[src/rtl/lsu_mem_port_if.sv]
// CPU-side load/store request and response bundle for lsu_mem_port.
// master = CPU pipeline, slave = the memory port.
interface lsu_mem_port_if;
   logic        req_valid;
   logic        req_ready;
   logic        req_we;
   logic [2:0]  req_funct3;
   logic [31:0] req_addr;
   logic [31:0] req_wdata;
   logic        resp_valid;
   logic        resp_ready;
   logic [31:0] resp_rdata;
   logic [1:0]  resp_err;
   logic [31:0] resp_badaddr;

   modport master (
      output req_valid, req_we, req_funct3, req_addr, req_wdata, resp_ready,
      input  req_ready, resp_valid, resp_rdata, resp_err, resp_badaddr
   );

   modport slave (
      input  req_valid, req_we, req_funct3, req_addr, req_wdata, resp_ready,
      output req_ready, resp_valid, resp_rdata, resp_err, resp_badaddr
   );
endinterface

[src/rtl/lsu_mem_port.sv]
// Single-outstanding RISC-V load/store port to a lane-addressed data memory.
// Response two edges after accept (one for errors); held in RESP until resp_ready.
module lsu_mem_port #(
   parameter int ADDR_WIDTH = 15
) (
   input  logic          clk,
   input  logic          rst_n,
   lsu_mem_port_if.slave cpu,
   output logic [3:0]    mem_wmem,
   output logic [4:0]    mem_rmem,
   output logic [31:0]   mem_addr,
   output logic [31:0]   mem_store_data,
   input  logic [31:0]   mem_load_data
);

   localparam logic [1:0] IDLE  = 2'd0;
   localparam logic [1:0] LOAD  = 2'd1;
   localparam logic [1:0] STORE = 2'd2;
   localparam logic [1:0] RESP  = 2'd3;

   logic [1:0]  state;
   logic [2:0]  f3_q;
   logic [31:0] addr_q;
   logic [31:0] wdata_q;
   logic [31:0] rdata_q;
   logic [1:0]  err_q;
   logic [31:0] badaddr_q;

   logic        illegal;
   logic        misaligned;
   logic        out_of_range;
   logic [1:0]  acc_err;
   logic [29:0] word_addr;
   logic [3:0]  lanes;
   logic        sext;
   logic        active;

   // Error classification on the raw request; only meaningful while IDLE.
   always_comb begin
      word_addr = cpu.req_addr[31:2];
      if (cpu.req_we)
         illegal = cpu.req_funct3[2];
      else
         illegal = (cpu.req_funct3 == 3'b011) || (cpu.req_funct3[2:1] == 2'b11);
      misaligned = ((cpu.req_funct3[1:0] == 2'b01) && cpu.req_addr[0]) ||
                   (cpu.req_funct3[1] && (cpu.req_addr[1:0] != 2'b00));
      out_of_range = (word_addr >> ADDR_WIDTH) != 30'd0;
      if (illegal)
         acc_err = 2'b11;
      else if (misaligned)
         acc_err = 2'b01;
      else if (out_of_range)
         acc_err = 2'b10;
      else
         acc_err = 2'b00;
   end

   always_comb begin
      case (f3_q[1:0])
         2'b00:   lanes = 4'b0001 << addr_q[1:0];
         2'b01:   lanes = addr_q[1] ? 4'b1100 : 4'b0011;
         default: lanes = 4'b1111;
      endcase
      sext = ~f3_q[2] & ~f3_q[1];
   end

   always_ff @(posedge clk or negedge rst_n) begin
      if (!rst_n) begin
         state     <= IDLE;
         f3_q      <= 3'd0;
         addr_q    <= 32'd0;
         wdata_q   <= 32'd0;
         rdata_q   <= 32'd0;
         err_q     <= 2'b00;
         badaddr_q <= 32'd0;
      end else begin
         case (state)
            IDLE: begin
               if (cpu.req_valid) begin
                  f3_q      <= cpu.req_funct3;
                  addr_q    <= cpu.req_addr;
                  wdata_q   <= cpu.req_wdata;
                  rdata_q   <= 32'd0;
                  err_q     <= acc_err;
                  badaddr_q <= (acc_err != 2'b00) ? cpu.req_addr : 32'd0;
                  if (acc_err != 2'b00)
                     state <= RESP;
                  else if (cpu.req_we)
                     state <= STORE;
                  else
                     state <= LOAD;
               end
            end
            LOAD: begin
               rdata_q <= mem_load_data;
               state   <= RESP;
            end
            STORE: state <= RESP;
            RESP: begin
               if (cpu.resp_ready)
                  state <= IDLE;
            end
            default: state <= IDLE;
         endcase
      end
   end

   // Memory strobes decode straight from state so a reset mid-access drops them at once.
   assign active         = (state == LOAD) || (state == STORE);
   assign mem_addr       = active ? {2'b00, addr_q[31:2]} : 32'd0;
   assign mem_rmem       = (state == LOAD) ? {sext, lanes} : 5'd0;
   assign mem_wmem       = (state == STORE) ? lanes : 4'd0;
   assign mem_store_data = (state == STORE) ? wdata_q : 32'd0;

   assign cpu.req_ready    = (state == IDLE);
   assign cpu.resp_valid   = (state == RESP);
   assign cpu.resp_rdata   = cpu.resp_valid ? rdata_q : 32'd0;
   assign cpu.resp_err     = cpu.resp_valid ? err_q : 2'b00;
   assign cpu.resp_badaddr = cpu.resp_valid ? badaddr_q : 32'd0;

endmodule

[src/flat_wrapper.sv]
// flat-port wrapper written by rule: the top's interface ports become plain ports
module lsu_mem_port_flat 
#(
   parameter int ADDR_WIDTH = 15
)
  (clk, rst_n, mem_wmem, mem_rmem, mem_addr, mem_store_data, mem_load_data, cpu_req_valid, cpu_req_we, cpu_req_funct3, cpu_req_addr, cpu_req_wdata, cpu_resp_ready, cpu_req_ready, cpu_resp_valid, cpu_resp_rdata, cpu_resp_err, cpu_resp_badaddr);
  lsu_mem_port_if cpu_i ();
  input  logic clk;
  input  logic rst_n;
  output logic [3:0] mem_wmem;
  output logic [4:0] mem_rmem;
  output logic [31:0] mem_addr;
  output logic [31:0] mem_store_data;
  input  logic [31:0] mem_load_data;
  input wire logic [$bits(cpu_i.req_valid)-1:0] cpu_req_valid;
  input wire logic [$bits(cpu_i.req_we)-1:0] cpu_req_we;
  input wire logic [$bits(cpu_i.req_funct3)-1:0] cpu_req_funct3;
  input wire logic [$bits(cpu_i.req_addr)-1:0] cpu_req_addr;
  input wire logic [$bits(cpu_i.req_wdata)-1:0] cpu_req_wdata;
  input wire logic [$bits(cpu_i.resp_ready)-1:0] cpu_resp_ready;
  output wire logic [$bits(cpu_i.req_ready)-1:0] cpu_req_ready;
  output wire logic [$bits(cpu_i.resp_valid)-1:0] cpu_resp_valid;
  output wire logic [$bits(cpu_i.resp_rdata)-1:0] cpu_resp_rdata;
  output wire logic [$bits(cpu_i.resp_err)-1:0] cpu_resp_err;
  output wire logic [$bits(cpu_i.resp_badaddr)-1:0] cpu_resp_badaddr;
  assign cpu_i.req_valid = cpu_req_valid;
  assign cpu_i.req_we = cpu_req_we;
  assign cpu_i.req_funct3 = cpu_req_funct3;
  assign cpu_i.req_addr = cpu_req_addr;
  assign cpu_i.req_wdata = cpu_req_wdata;
  assign cpu_i.resp_ready = cpu_resp_ready;
  assign cpu_req_ready = cpu_i.req_ready;
  assign cpu_resp_valid = cpu_i.resp_valid;
  assign cpu_resp_rdata = cpu_i.resp_rdata;
  assign cpu_resp_err = cpu_i.resp_err;
  assign cpu_resp_badaddr = cpu_i.resp_badaddr;
  lsu_mem_port #(.ADDR_WIDTH(ADDR_WIDTH)) u_core (.clk(clk), .rst_n(rst_n), .cpu(cpu_i), .mem_wmem(mem_wmem), .mem_rmem(mem_rmem), .mem_addr(mem_addr), .mem_store_data(mem_store_data), .mem_load_data(mem_load_data));
endmodule
[config.mk]
export PLATFORM = sky130hd
export DESIGN_NAME = lsu_mem_port_flat
export DESIGN_NICKNAME = d
export VERILOG_FILES = /design/src/rtl/lsu_mem_port_if.sv /design/src/rtl/lsu_mem_port.sv /design/src/flat_wrapper.sv
export SDC_FILE = /design/constraint.sdc
export NUM_CORES = 1
export LEC_CHECK = 0
export CAP_MARGIN = 20
export CELL_PAD_IN_SITES_DETAIL_PLACEMENT = 1
export CELL_PAD_IN_SITES_GLOBAL_PLACEMENT = 2
export CORE_MARGIN = 1.5
export CORE_UTILIZATION = 25
export DETAILED_ROUTE_END_ITERATION = 16
export GPL_TIMING_DRIVEN = 0
export PLACE_DENSITY = 0.92
export SYNTH_ARGS = -nofsm -noshare
export SYNTH_HDL_FRONTEND = slang
export SYNTH_SLANG_ARGS = --single-unit
export TNS_END_PERCENT = 20
[constraint.sdc]
create_clock -name clk -period 2.2 [get_ports clk]
set_input_delay 0.66 -clock clk [delete_from_list [all_inputs] [get_ports clk]]
set_output_delay 0.66 -clock clk [all_outputs]
set_load 0.02 [all_outputs]
### Word level (Yosys, flattened, before mapping)

Cells that the tools add are included.
W data, S select, Z words.

* bits in registers: 135
* latch bits: 0
* RAM bits: 0
* memory bits (read-only): 0
* bits of input ports: 104
* output and inout bits: 141
* word-level logic and storage cells: 56
* memories: 0

* $add $sub $neg: 0
* $mul: 0
* divide/modulo/power cells: 0
* order comparisons: 0
* eq/ne operators: 9
* shifts and indexed selects: 1
* multiplexer cells: 21
* bitwise gates (word level): 3
* reductions and logical operators: 15

Operator list (number)
* $mux W32: 5
* $pmux W32 S2: 1
* $mux W30: 1
* $reduce_bool A30 Y1: 1
* $mux W2: 8
* $mux W4: 2
* $pmux W4 S2: 1
* $eq A2 B1 Y1 const B: 3
* $eq A2 B2 Y1 const B: 3
* $pmux W2 S3: 1
* $reduce_and A2 Y1: 3
* $reduce_bool A2 Y1: 3
* $mux W5: 1
* $logic_not A2 Y1: 2
* $ne A2 B2 Y1 const B: 2
* $shl A1 B2 Y4 const A: 1
* $eq A3 B2 Y1 const B: 1
* $logic_or A1 B1 Y1: 3
* $logic_and A1 B1 Y1: 2
* $not A1 Y1: 2
* $reduce_or A2 Y1: 1
* $and A1 B1 Y1: 1
* $mux W1: 1

### Longest topological paths before layout

* depth after elaboration: 9
* depth in mapped cells: 7
* mapped depth without buffers: 6

### Worst setup path before layout

No wires, ideal clock.

* kind: register -> output
* start point: register u_core.state[0]
* end point: output cpu_resp_badaddr[23]
* data arrival time: 1408 ps
* data required time: 1540 ps
* path slack: 132 ps
* cell stages (with the launch flop): 5
* buffers on the path: 2
* cells stage by stage: dfrtp_1 -> ha_1 -> clkbuf_1 -> clkbuf_1 -> and2_1

* cells in the longest elaborated chain, start to end: 2

Ends and longest elaborated chain
* from (decl): RTL line lsu_mem_port.sv:21 `logic [1:0] state;`
* from (signal assigned): RTL line lsu_mem_port.sv:69 `state <= IDLE;`
* from (signal assigned): RTL line lsu_mem_port.sv:87 `state <= RESP;`
* from (signal assigned): RTL line lsu_mem_port.sv:89 `state <= STORE;`
* $eq A2 B2 Y1: RTL line lsu_mem_port.sv:116 `assign cpu.resp_valid = (state == RESP);`
* named net cpu_resp_valid: RTL line flat_wrapper.sv:22 `output wire logic [$bits(cpu_i.resp_valid)-1:0] cpu_resp_valid;`
* $mux W32: RTL line lsu_mem_port.sv:119 `assign cpu.resp_badaddr = cpu.resp_valid ? badaddr_q : 32'd0;`
* to (decl): RTL line flat_wrapper.sv:25 `output wire logic [$bits(cpu_i.resp_badaddr)-1:0] cpu_resp_badaddr;`

The timed path passes the listed nets, and every way through them passes these cells.

### Worst setup path in the final report

* start point: register u_core.state[1]
* end point: output mem_addr[26]

* cells in the longest elaborated chain, start to end: 3
* elaborated cells between the ends (all ways): 4
* classes of those cells: eq/ne: 2; mux: 1; reduce/logical: 1

Ends and longest elaborated chain
* $eq A2 B1 Y1 or $eq A2 B2 Y1 (tied branches): RTL line lsu_mem_port.sv:109 `assign active = (state == LOAD) || (state == STORE);`
* $logic_or A1 B1 Y1 (*): RTL line lsu_mem_port.sv:109
* $mux W30 (*): RTL line lsu_mem_port.sv:110 `assign mem_addr = active ? {2'b00, addr_q[31:2]} : 32'd0;`
* to (decl): RTL line flat_wrapper.sv:12 `output logic [31:0] mem_addr;`

Every way passes the cells marked *; elsewhere a longest branch is shown, timed or not.

==> impl_results.html <==
<table>
<tr><th>Metric</th><th>Value</th></tr>
<tr><th colspan="2">Floorplanning</th></tr>
<tr><td>Die height</td><td>between 150 and 200 um</td></tr>
<tr><td>Area of the placeable core</td><td>0.0237 mm^2</td></tr>
<tr><td>Width of the die</td><td>approximately 160 um</td></tr>
<tr><td>Die area</td><td>about 0.025 mm^2</td></tr>
<tr><td>Effective utilization at floorplan</td><td>between 20% and 30%</td></tr>
<tr><td>Placement Rows</td><td>56</td></tr>
<tr><td>Num ports</td><td>approximately 250</td></tr>
<tr><th colspan="2">Finish</th></tr>
<tr><td>Net count reported at finish</td><td>between 1000 and 1500</td></tr>
<tr><td>Synth-to-Final Area Change</td><td>61.5%</td></tr>
<tr><td>Non-filler instance count after layout</td><td>approximately 1300</td></tr>
<tr><td>Filler Cell Count</td><td>~2800</td></tr>
<tr><td>Layout cell share with drive strength beyond 1</td><td>around 31%</td></tr>
<tr><th colspan="2">Clock tree</th></tr>
<tr><td>TritonCTS clock tree</td><td>built</td></tr>
<tr><td>Number of buffers created by CTS</td><td>17</td></tr>
<tr><td>Root buf cell</td><td>sky130_fd_sc_hd__clkbuf_16</td></tr>
<tr><td>Reg clk slew, reported paths</td><td>approximately 0.06 ns</td></tr>
<tr><td>Worst-case clock buffer depth</td><td>2</td></tr>
<tr><td>Sink count of the clock tree</td><td>~140</td></tr>
<tr><td>Total of hold buffers inserted after clock tree synthesis</td><td>0</td></tr>
<tr><td>Worst-Skew Late Latency</td><td>~0.42 ns</td></tr>
<tr><td>Deepest level of the CTS H-tree</td><td>4</td></tr>
<tr><th colspan="2">Timing</th></tr>
<tr><td>Final setup violation count</td><td>around 120</td></tr>
<tr><td>Final period utilization</td><td>106%</td></tr>
<tr><td>Final Hold Violating Endpoints</td><td>0</td></tr>
<tr><td>Setup WS post-layout</td><td>-0.132 ns</td></tr>
<tr><td>Actual transition at the worst max-transition pin</td><td>0.747 ns</td></tr>
<tr><td>Relative slew slack</td><td>approximately 50%</td></tr>
<tr><td>Setup repair after global routing missed its margin</td><td>yes</td></tr>
<tr><td>Final-report max-slew violation count</td><td>0</td></tr>
<tr><td>Sum of negative setup slack</td><td>-12.04 ns</td></tr>
<tr><td>Maximum clock frequency</td><td>around 430 MHz</td></tr>
<tr><td>Final period demand of the worst path</td><td>about 2.3 ns</td></tr>
<tr><td>Final worst clock skew</td><td>approximately 0.013 ns</td></tr>
<tr><th colspan="2">Setup path</th></tr>
<tr><td>Critical-path cell with the highest stage delay</td><td>sky130_fd_sc_hd__dfrtp_2</td></tr>
<tr><td>Start-to-end type of the worst setup path</td><td>flip-flop to output port</td></tr>
<tr><td>Req. time, crit path</td><td>~1.5 ns</td></tr>
<tr><td>Cell family with the largest share of critical-path delay</td><td>flip-flops</td></tr>
<tr><td>Data arrival, critical path</td><td>roughly 1.7 ns</td></tr>
<tr><td>Critical path startpoint category</td><td>flip-flop</td></tr>
<tr><td>Crit path buf inv count</td><td>3</td></tr>
<tr><td>Max Fanout on Critical Path</td><td>10</td></tr>
<tr><td>Category of the worst setup path capture point</td><td>output port</td></tr>
<tr><td>CP cell instances</td><td>inv_2 -&gt; ha_4 -&gt; buf_8 -&gt; and2_1 -&gt; buf_4</td></tr>
<tr><td>Crit path largest cell delay</td><td>between 0.4 and 0.5 ns</td></tr>
<tr><th colspan="2">Synth</th></tr>
<tr><td>Dominant cell by count in the synthesized netlist</td><td>sky130_fd_sc_hd__nand2_1</td></tr>
<tr><td>Synth cell count leaders</td><td>sky130_fd_sc_hd__nand2_1 (248), sky130_fd_sc_hd__dfrtp_1 (135), sky130_fd_sc_hd__and2_1 (131)</td></tr>
<tr><td>Cell area after synthesis</td><td>between 0.006 and 0.007 mm^2</td></tr>
<tr><td>Area leader, netlist</td><td>sky130_fd_sc_hd__dfrtp_1</td></tr>
<tr><td>Dominant register cell in the synthesized netlist</td><td>sky130_fd_sc_hd__dfrtp_1</td></tr>
<tr><td>Share of flip-flops with an asynchronous set or reset after synthesis</td><td>100%</td></tr>
<tr><td>Avg Synthesized Cell Area</td><td>just over 9 um^2</td></tr>
<tr><td>Largest cells by area after synthesis</td><td>sky130_fd_sc_hd__dfrtp_1 (55%), sky130_fd_sc_hd__nand2_1 (15%), sky130_fd_sc_hd__and2_1 (13%)</td></tr>
<tr><td>Share of the synthesized area in the top cell type</td><td>between 50% and 60%</td></tr>
<tr><td>Yosys synthesis warning count</td><td>0</td></tr>
<tr><td>Distinct cells, synth</td><td>32</td></tr>
<tr><td>Synthesis-stage register bit count</td><td>135</td></tr>
<tr><td>Number of enable-type register cells in the synthesized netlist</td><td>0</td></tr>
<tr><td>Sequential element share of the synthesized area</td><td>a little under three fifths</td></tr>
<tr><td>Synthesized instance count</td><td>about 660</td></tr>
<tr><th colspan="2">Placed design</th></tr>
<tr><td>Port-buffer cells</td><td>approximately 240</td></tr>
<tr><td>Placed wire-length estimate after detailed placement</td><td>16100 um</td></tr>
<tr><td>DP Cell Count</td><td>approximately 1200</td></tr>
<tr><td>Post-Place Worst Slack</td><td>-1.03 ns</td></tr>
<tr><td>Final weighted congestion of routability-driven global placement</td><td>0.763</td></tr>
<tr><th colspan="2">Route</th></tr>
<tr><td>Count of TritonRoute iterations in the first routing pass</td><td>4</td></tr>
<tr><td>Number of remaining DRC errors</td><td>0</td></tr>
<tr><td>Via count normalized by instance count</td><td>4.39</td></tr>
<tr><td>Count of nets left with antenna violations after detail routing</td><td>0</td></tr>
<tr><td>Final WL</td><td>around 22000 um</td></tr>
<tr><td>Detailed Route Iter0 Violations</td><td>192</td></tr>
<tr><td>Wire per inst</td><td>roughly 18 um</td></tr>
<tr><td>Total vias in the final route</td><td>between 5000 and 6000</td></tr>
<tr><th colspan="2">Run</th></tr>
<tr><td># Max-Cap Violations</td><td>0</td></tr>
<tr><th colspan="2">Global routing</th></tr>
<tr><td>Wire length of the first global-routing pass</td><td>around 35000 um</td></tr>
<tr><td>Vias in the first global route</td><td>6169</td></tr>
<tr><td>Largest net degree at the start of global routing</td><td>75</td></tr>
<tr><td>Initial antenna violation count</td><td>2</td></tr>
<tr><td>Overall fraction of global-route tracks in use</td><td>~18%</td></tr>
<tr><td>GR Overflow Total</td><td>0</td></tr>
<tr><th colspan="2">Min path</th></tr>
<tr><td>Hold WC Path Type</td><td>primary input to async pin</td></tr>
<tr><th colspan="2">Pwr</th></tr>
<tr><td>Cell Pwr Density</td><td>1540 mW/mm^2</td></tr>
<tr><td>Leakage power figure</td><td>4.95 nW</td></tr>
<tr><td>Peak supply drop</td><td>between 0.5 and 0.6 mV</td></tr>
<tr><th colspan="2">Outcome</th></tr>
<tr><td>Run status</td><td>complete, but fails checks</td></tr>
<tr><td>Violated checks</td><td>setup timing</td></tr>
</table>
==> metal layers <==
metal	track usage (%)	wire (um)	up-vias
li1	-	-	2628
met4	5.70	334	2
met1	21.7	9760	2740
met5	0	10	-
met3	4.56	1160	25
met2	30.5	11000	156
==> cells in the final DEF, fill, tap and decap left out, types with 4 or more instances in the layout <==
master | synthesis | final
sky130_fd_sc_hd__clkinvlp_4 | 0 | 4
sky130_fd_sc_hd__and2_4 | 0 | 53
sky130_fd_sc_hd__nand2_1 | 248 | 248
sky130_fd_sc_hd__a22o_1 | 32 | 32
sky130_fd_sc_hd__inv_6 | 0 | 4
sky130_fd_sc_hd__buf_8 | 0 | 10
sky130_fd_sc_hd__clkbuf_8 | 0 | 4
sky130_fd_sc_hd__inv_1 | 6 | 4
sky130_fd_sc_hd__clkbuf_16 | 0 | 21
sky130_fd_sc_hd__o21ai_2 | 10 | 10
sky130_fd_sc_hd__ha_4 | 0 | 4
sky130_fd_sc_hd__clkbuf_1 | 21 | 9
sky130_fd_sc_hd__dfrtp_1 | 135 | 133
sky130_fd_sc_hd__o21ai_0 | 11 | 11
sky130_fd_sc_hd__and2_1 | 131 | 78
sky130_fd_sc_hd__buf_6 | 1 | 60
sky130_fd_sc_hd__buf_4 | 2 | 56
sky130_fd_sc_hd__nor2b_1 | 9 | 9
sky130_fd_sc_hd__buf_2 | 14 | 44
sky130_fd_sc_hd__clkdlybuf4s50_1 | 0 | 102
==> cells by family (layout without fill, tap and decap cells) <==
group / Yosys count / after routing / synth area share (%)
AOI/OAI and AO/OA: 65 / 65 / 8.28
adders and majority gates: 4 / 4 / 0.822
buffers and inverters: 48 / 335 / 3.76
DFF: 135 / 135 / 55.5
muxes: 2 / 2 / 0.329
other: 1 / 3 / 0.0616
and+or+nand+nor: 401 / 401 / 31.3
==> metrics by stage <==
| stage | hold WS, ns | power (mW) | area [um^2] | util [%] |
|---|---|---|---|---|
| after global routing | 0.313 | 16.1 | 9840 | 41.5 |
| after global placement | 0.450 | 11.1 | 8910 | 37.6 |
| after CTS | 0.308 | 15.0 | 9660 | 40.8 |
| final | 0.283 | 15.2 | 9840 | 41.5 |
| after floorplan | 0.364 | 7.97 | 6090 | - |
| after detailed placement | 0.455 | 11.3 | 8940 | 37.8 |
==> worst paths after layout <==
check                                               from                          endpoint  slack [ns]  cells past startpoint
min in group clk           u_core.addr_q[19]$_DFFE_PN0P_     u_core.addr_q[19]$_DFFE_PN0P_        0.47                      2
min                                                rst_n     u_core.wdata_q[5]$_DFFE_PN0P_        0.28                      1
min reg2reg                u_core.addr_q[19]$_DFFE_PN0P_     u_core.addr_q[19]$_DFFE_PN0P_        0.47                      2
max                          u_core.state[1]$_DFFE_PN0P_                      mem_addr[26]       -0.13                      5
max in group asynchronous                          rst_n  u_core.badaddr_q[16]$_DFFE_PN0P_        1.16                      2
max reg2reg                  u_core.state[1]$_DFFE_PN0P_  u_core.badaddr_q[13]$_DFFE_PN0P_        0.29                      6
==> power breakdown <==
part           leakage, nW  switching, mW  internal [mW]  total [mW]
Combinational         2.99           4.17           3.89        8.06
Clock                0.274           1.17           1.68        2.85
Sequential            1.69          0.621           3.62        4.24
Total                 4.95           5.96           9.19        15.2
==> registers in the layout, summed over array words and instances (netlist names) <==
register / flops
u_core.addr_q: 32
u_core.badaddr_q: 32
u_core.rdata_q: 32
u_core.wdata_q: 32
u_core.f3_q: 3
u_core.err_q: 2
u_core.state: 2
==> worst register-to-register path, stage by stage (launching register included) <==
cell and delay, ns:
sky130_fd_sc_hd__dfrtp_2 0.41, sky130_fd_sc_hd__inv_2 0.08, sky130_fd_sc_hd__ha_4 0.20, sky130_fd_sc_hd__nand2_1 0.35, sky130_fd_sc_hd__clkbuf_1 0.55, sky130_fd_sc_hd__nand2_1 0.17, sky130_fd_sc_hd__o21ai_2 0.08
==> what timing repair did <==
item	in CTS	in global routing
endpoints found under the hold margin	0	0
pin swaps	3	1
gates cloned	4	1
setup buffers	4	3
gates resized for setup	775	69
endpoints found under the setup margin	149	147
==> cell type report <==
type	instances	area [um^2]	share of cell area (%)
Sequential cell	135	3380	34.4
Multi-Input combinational cell	474	2680	27.3
Timing Repair Buffer	255	2390	24.3
Clock buffer	18	429	4.36
Tap cell	319	399	4.06
Buffer	42	379	3.85
Clock inverter	14	149	1.51
Inverter	6	22.5	0.229
Antenna cell	1	2.50	0.0254
(Power assumes the default switching activity.)
==> variant: new RTL, same flow settings <==
Reset style: synchronous (`rst_n`), changed in one clocked block.
--- a/src/rtl/lsu_mem_port.sv
+++ b/src/rtl/lsu_mem_port.sv
@@ -64,7 +64,7 @@
       sext = ~f3_q[2] & ~f3_q[1];
    end
 
-   always_ff @(posedge clk or negedge rst_n) begin
+   always_ff @(posedge clk) begin
       if (!rst_n) begin
          state     <= IDLE;
          f3_q      <= 3'd0;
Behaviour: differs if rst_n is asserted again (counterexample within 4 cycles, from zero or initial values and one cycle with rst_n low); with rst_n held inactive, the same outputs for 10 cycles.
==> variant against the original RTL <==
The flow still finishes with violations (negative setup slack). Area after synthesis decreased by 2.1%. Clock skew fell by 1.2 ps. Die area down 2.1%. Setup slack got worse by 3.3 ps. Routed wire length grew 0.36%. Via count up 4.3%. Design area grew 1.6%. Sequential cell count is the same.
Power is not compared: it rests on default switching activity, and its combinational part moved more than twofold at a synthesized area within 25%.
==> variant: results (changes against the original RTL) <==
- Failing checks: negative setup slack
- Largest net degree at the start of global routing: 17 (-77%)
- HP Class: reg -> reg
- Clk_skew: 11.99 ps (-1.239 ps)
- Final Worst Setup Slack: -135.5 ps (-3.266 ps)
- Global-route wire length before repair: 33.71 mm (-3.6%)
- Slowest Stage Delay on Critical Path: 410 ps (-30 ps)
- Placed standard-cell area: 8787 um^2 (-1.7%)
- Initial drt markers: 233 (+21%)
- Vias in the first global route: 5984 (-3.0%)
- Layout cells sized above 1: 31.38% (+0.13 points)
- WL final: 22.30 mm (+0.36%)
- Ys async rst share: 0% (-100 points)
- Worst R2R End: u_core.wdata_q[18]
- Synth area leaders: dfxtp_1 45%, and2_1 14%, a21boi_0 10%
- Top FF cell, synth: dfxtp_1
- Seq/Total Area, Yosys: 45.33% (-10 points)
- RD Place Congestion: 0.8027 (+5.2%)
- Fin nets: 1071 (+3.1%)
- Setup violators final: 123 (+5.1%)
- Synth cell count leaders: 152 x nand2_1, 135 x dfxtp_1, 133 x and2_1
- Vias per cell: 4.472 (+1.8%)
- Gr usage total: 18.05% (+0.30 points)
- Status: finished, violations left
- Worst R2R Path Depth: 7 (+1)
- Filler cell count: 2678 (-3.6%)
- Worst setup endpoint: cpu_resp_rdata[15]
- Max-slew headroom: 59.03% (+8.8 points)
- Setup slack, reg-to-reg: 180 ps (-110 ps)
- CP delay by family, top: buffers and inverters
variant: changes by cell type in the layout (fill, tap and decap cells not counted), moves of 26 or more:
cell      unedited run  this run
dfrtp_1            133         0
buf_2               44        18
a21boi_0             0        83
a22oi_1              0        32
buf_6               60       100
dfxtp_1              0       132
buf_4               56        19
nand2_1            248       152
nor2b_1              9        40
variant: power breakdown:
group	internal (uW)	switching, uW	total (uW)
Clock	1790	1150	2950
Sequential	2930	280	3210
Combinational	1880	2140	4020
Total	6600	3570	10200
variant: logic make-up after synthesis:
kind of cell,after synthesis,share of synthesized area [%]
simple gates,342,29.63
compound gates,148,19.33
flops,135,45.33
buf+inv,60,4.596
fa+ha+maj,5,1.049
other cells,1,0.06290
variant: cell type report:
cell class,instances,area (um^2),share of cell area [%]
well taps,319,399.1,3.994
flip-flops and latches,135,2711,27.13
multi-input cells,497,3248,32.51
inverters,5,26.28,0.2630
repair buffers,251,2591,25.93
plain buffers,55,409.1,4.095
diodes,1,2.502,0.02504
clock inverters,14,175.2,1.753
clock buffers,18,429.2,4.295
variant: worst reg2reg max path, stage by stage (launching register included):
cell      delay (ps)
dfxtp_4          410
inv_6             60
ha_1             250
nand2_1          100
clkbuf_2         320
clkbuf_1         490
nand2_1          120
a21boi_0         200
variant: worst min path at each step:
stage / start / endpoint / cells after the start
final: u_core.wdata_q[3] / u_core.wdata_q[3] / 2
after global routing: u_core.badaddr_q[31] / u_core.badaddr_q[31] / 2
after CTS: u_core.wdata_q[3] / u_core.wdata_q[3] / 2
after detailed placement: u_core.badaddr_q[16] / u_core.badaddr_q[16] / 1
after global placement: u_core.wdata_q[27] / u_core.wdata_q[27] / 2
after floorplan: u_core.badaddr_q[10] / u_core.badaddr_q[10] / 1
variant: metal layers:
| metal | vias up | GRT usage, % | wire, um |
|---|---|---|---|
| li1 | 2812 | - | - |
| met1 | 2770 | 21.98 | 9666 |
| met2 | 179 | 30.46 | 10790 |
| met3 | 28 | 4.653 | 1282 |
| met4 | 2 | 6.828 | 541 |
| met5 | - | 0 | 13 |
variant: metrics by stage:
| stage | power (uW) | hold slack, ps | std cells | worst slack (ps) | setup TNS (ps) |
|---|---|---|---|---|---|
| after global routing | 10800 | 483.0 | 1295 | -199.4 | -16200 |
| after global placement | 6385 | 445.8 | 1253 | -1024 | -127920 |
| after CTS | 9834 | 461.3 | 1291 | -212.5 | -14420 |
| after detailed placement | 6464 | 449.4 | 1253 | -1062 | -136420 |
| after floorplan | 4983 | 433.9 | 692 | 139.4 | 0 |
| final | 10170 | 456.7 | 1295 | -135.5 | -8236 |
variant: what timing repair did:
item	4_1_cts	5_1_grt
gates resized for setup	680	220
pin swaps	3	53
setup endpoints to repair	219	163
setup buffers	4	1
hold endpoints to repair	0	0
cloned	2	2
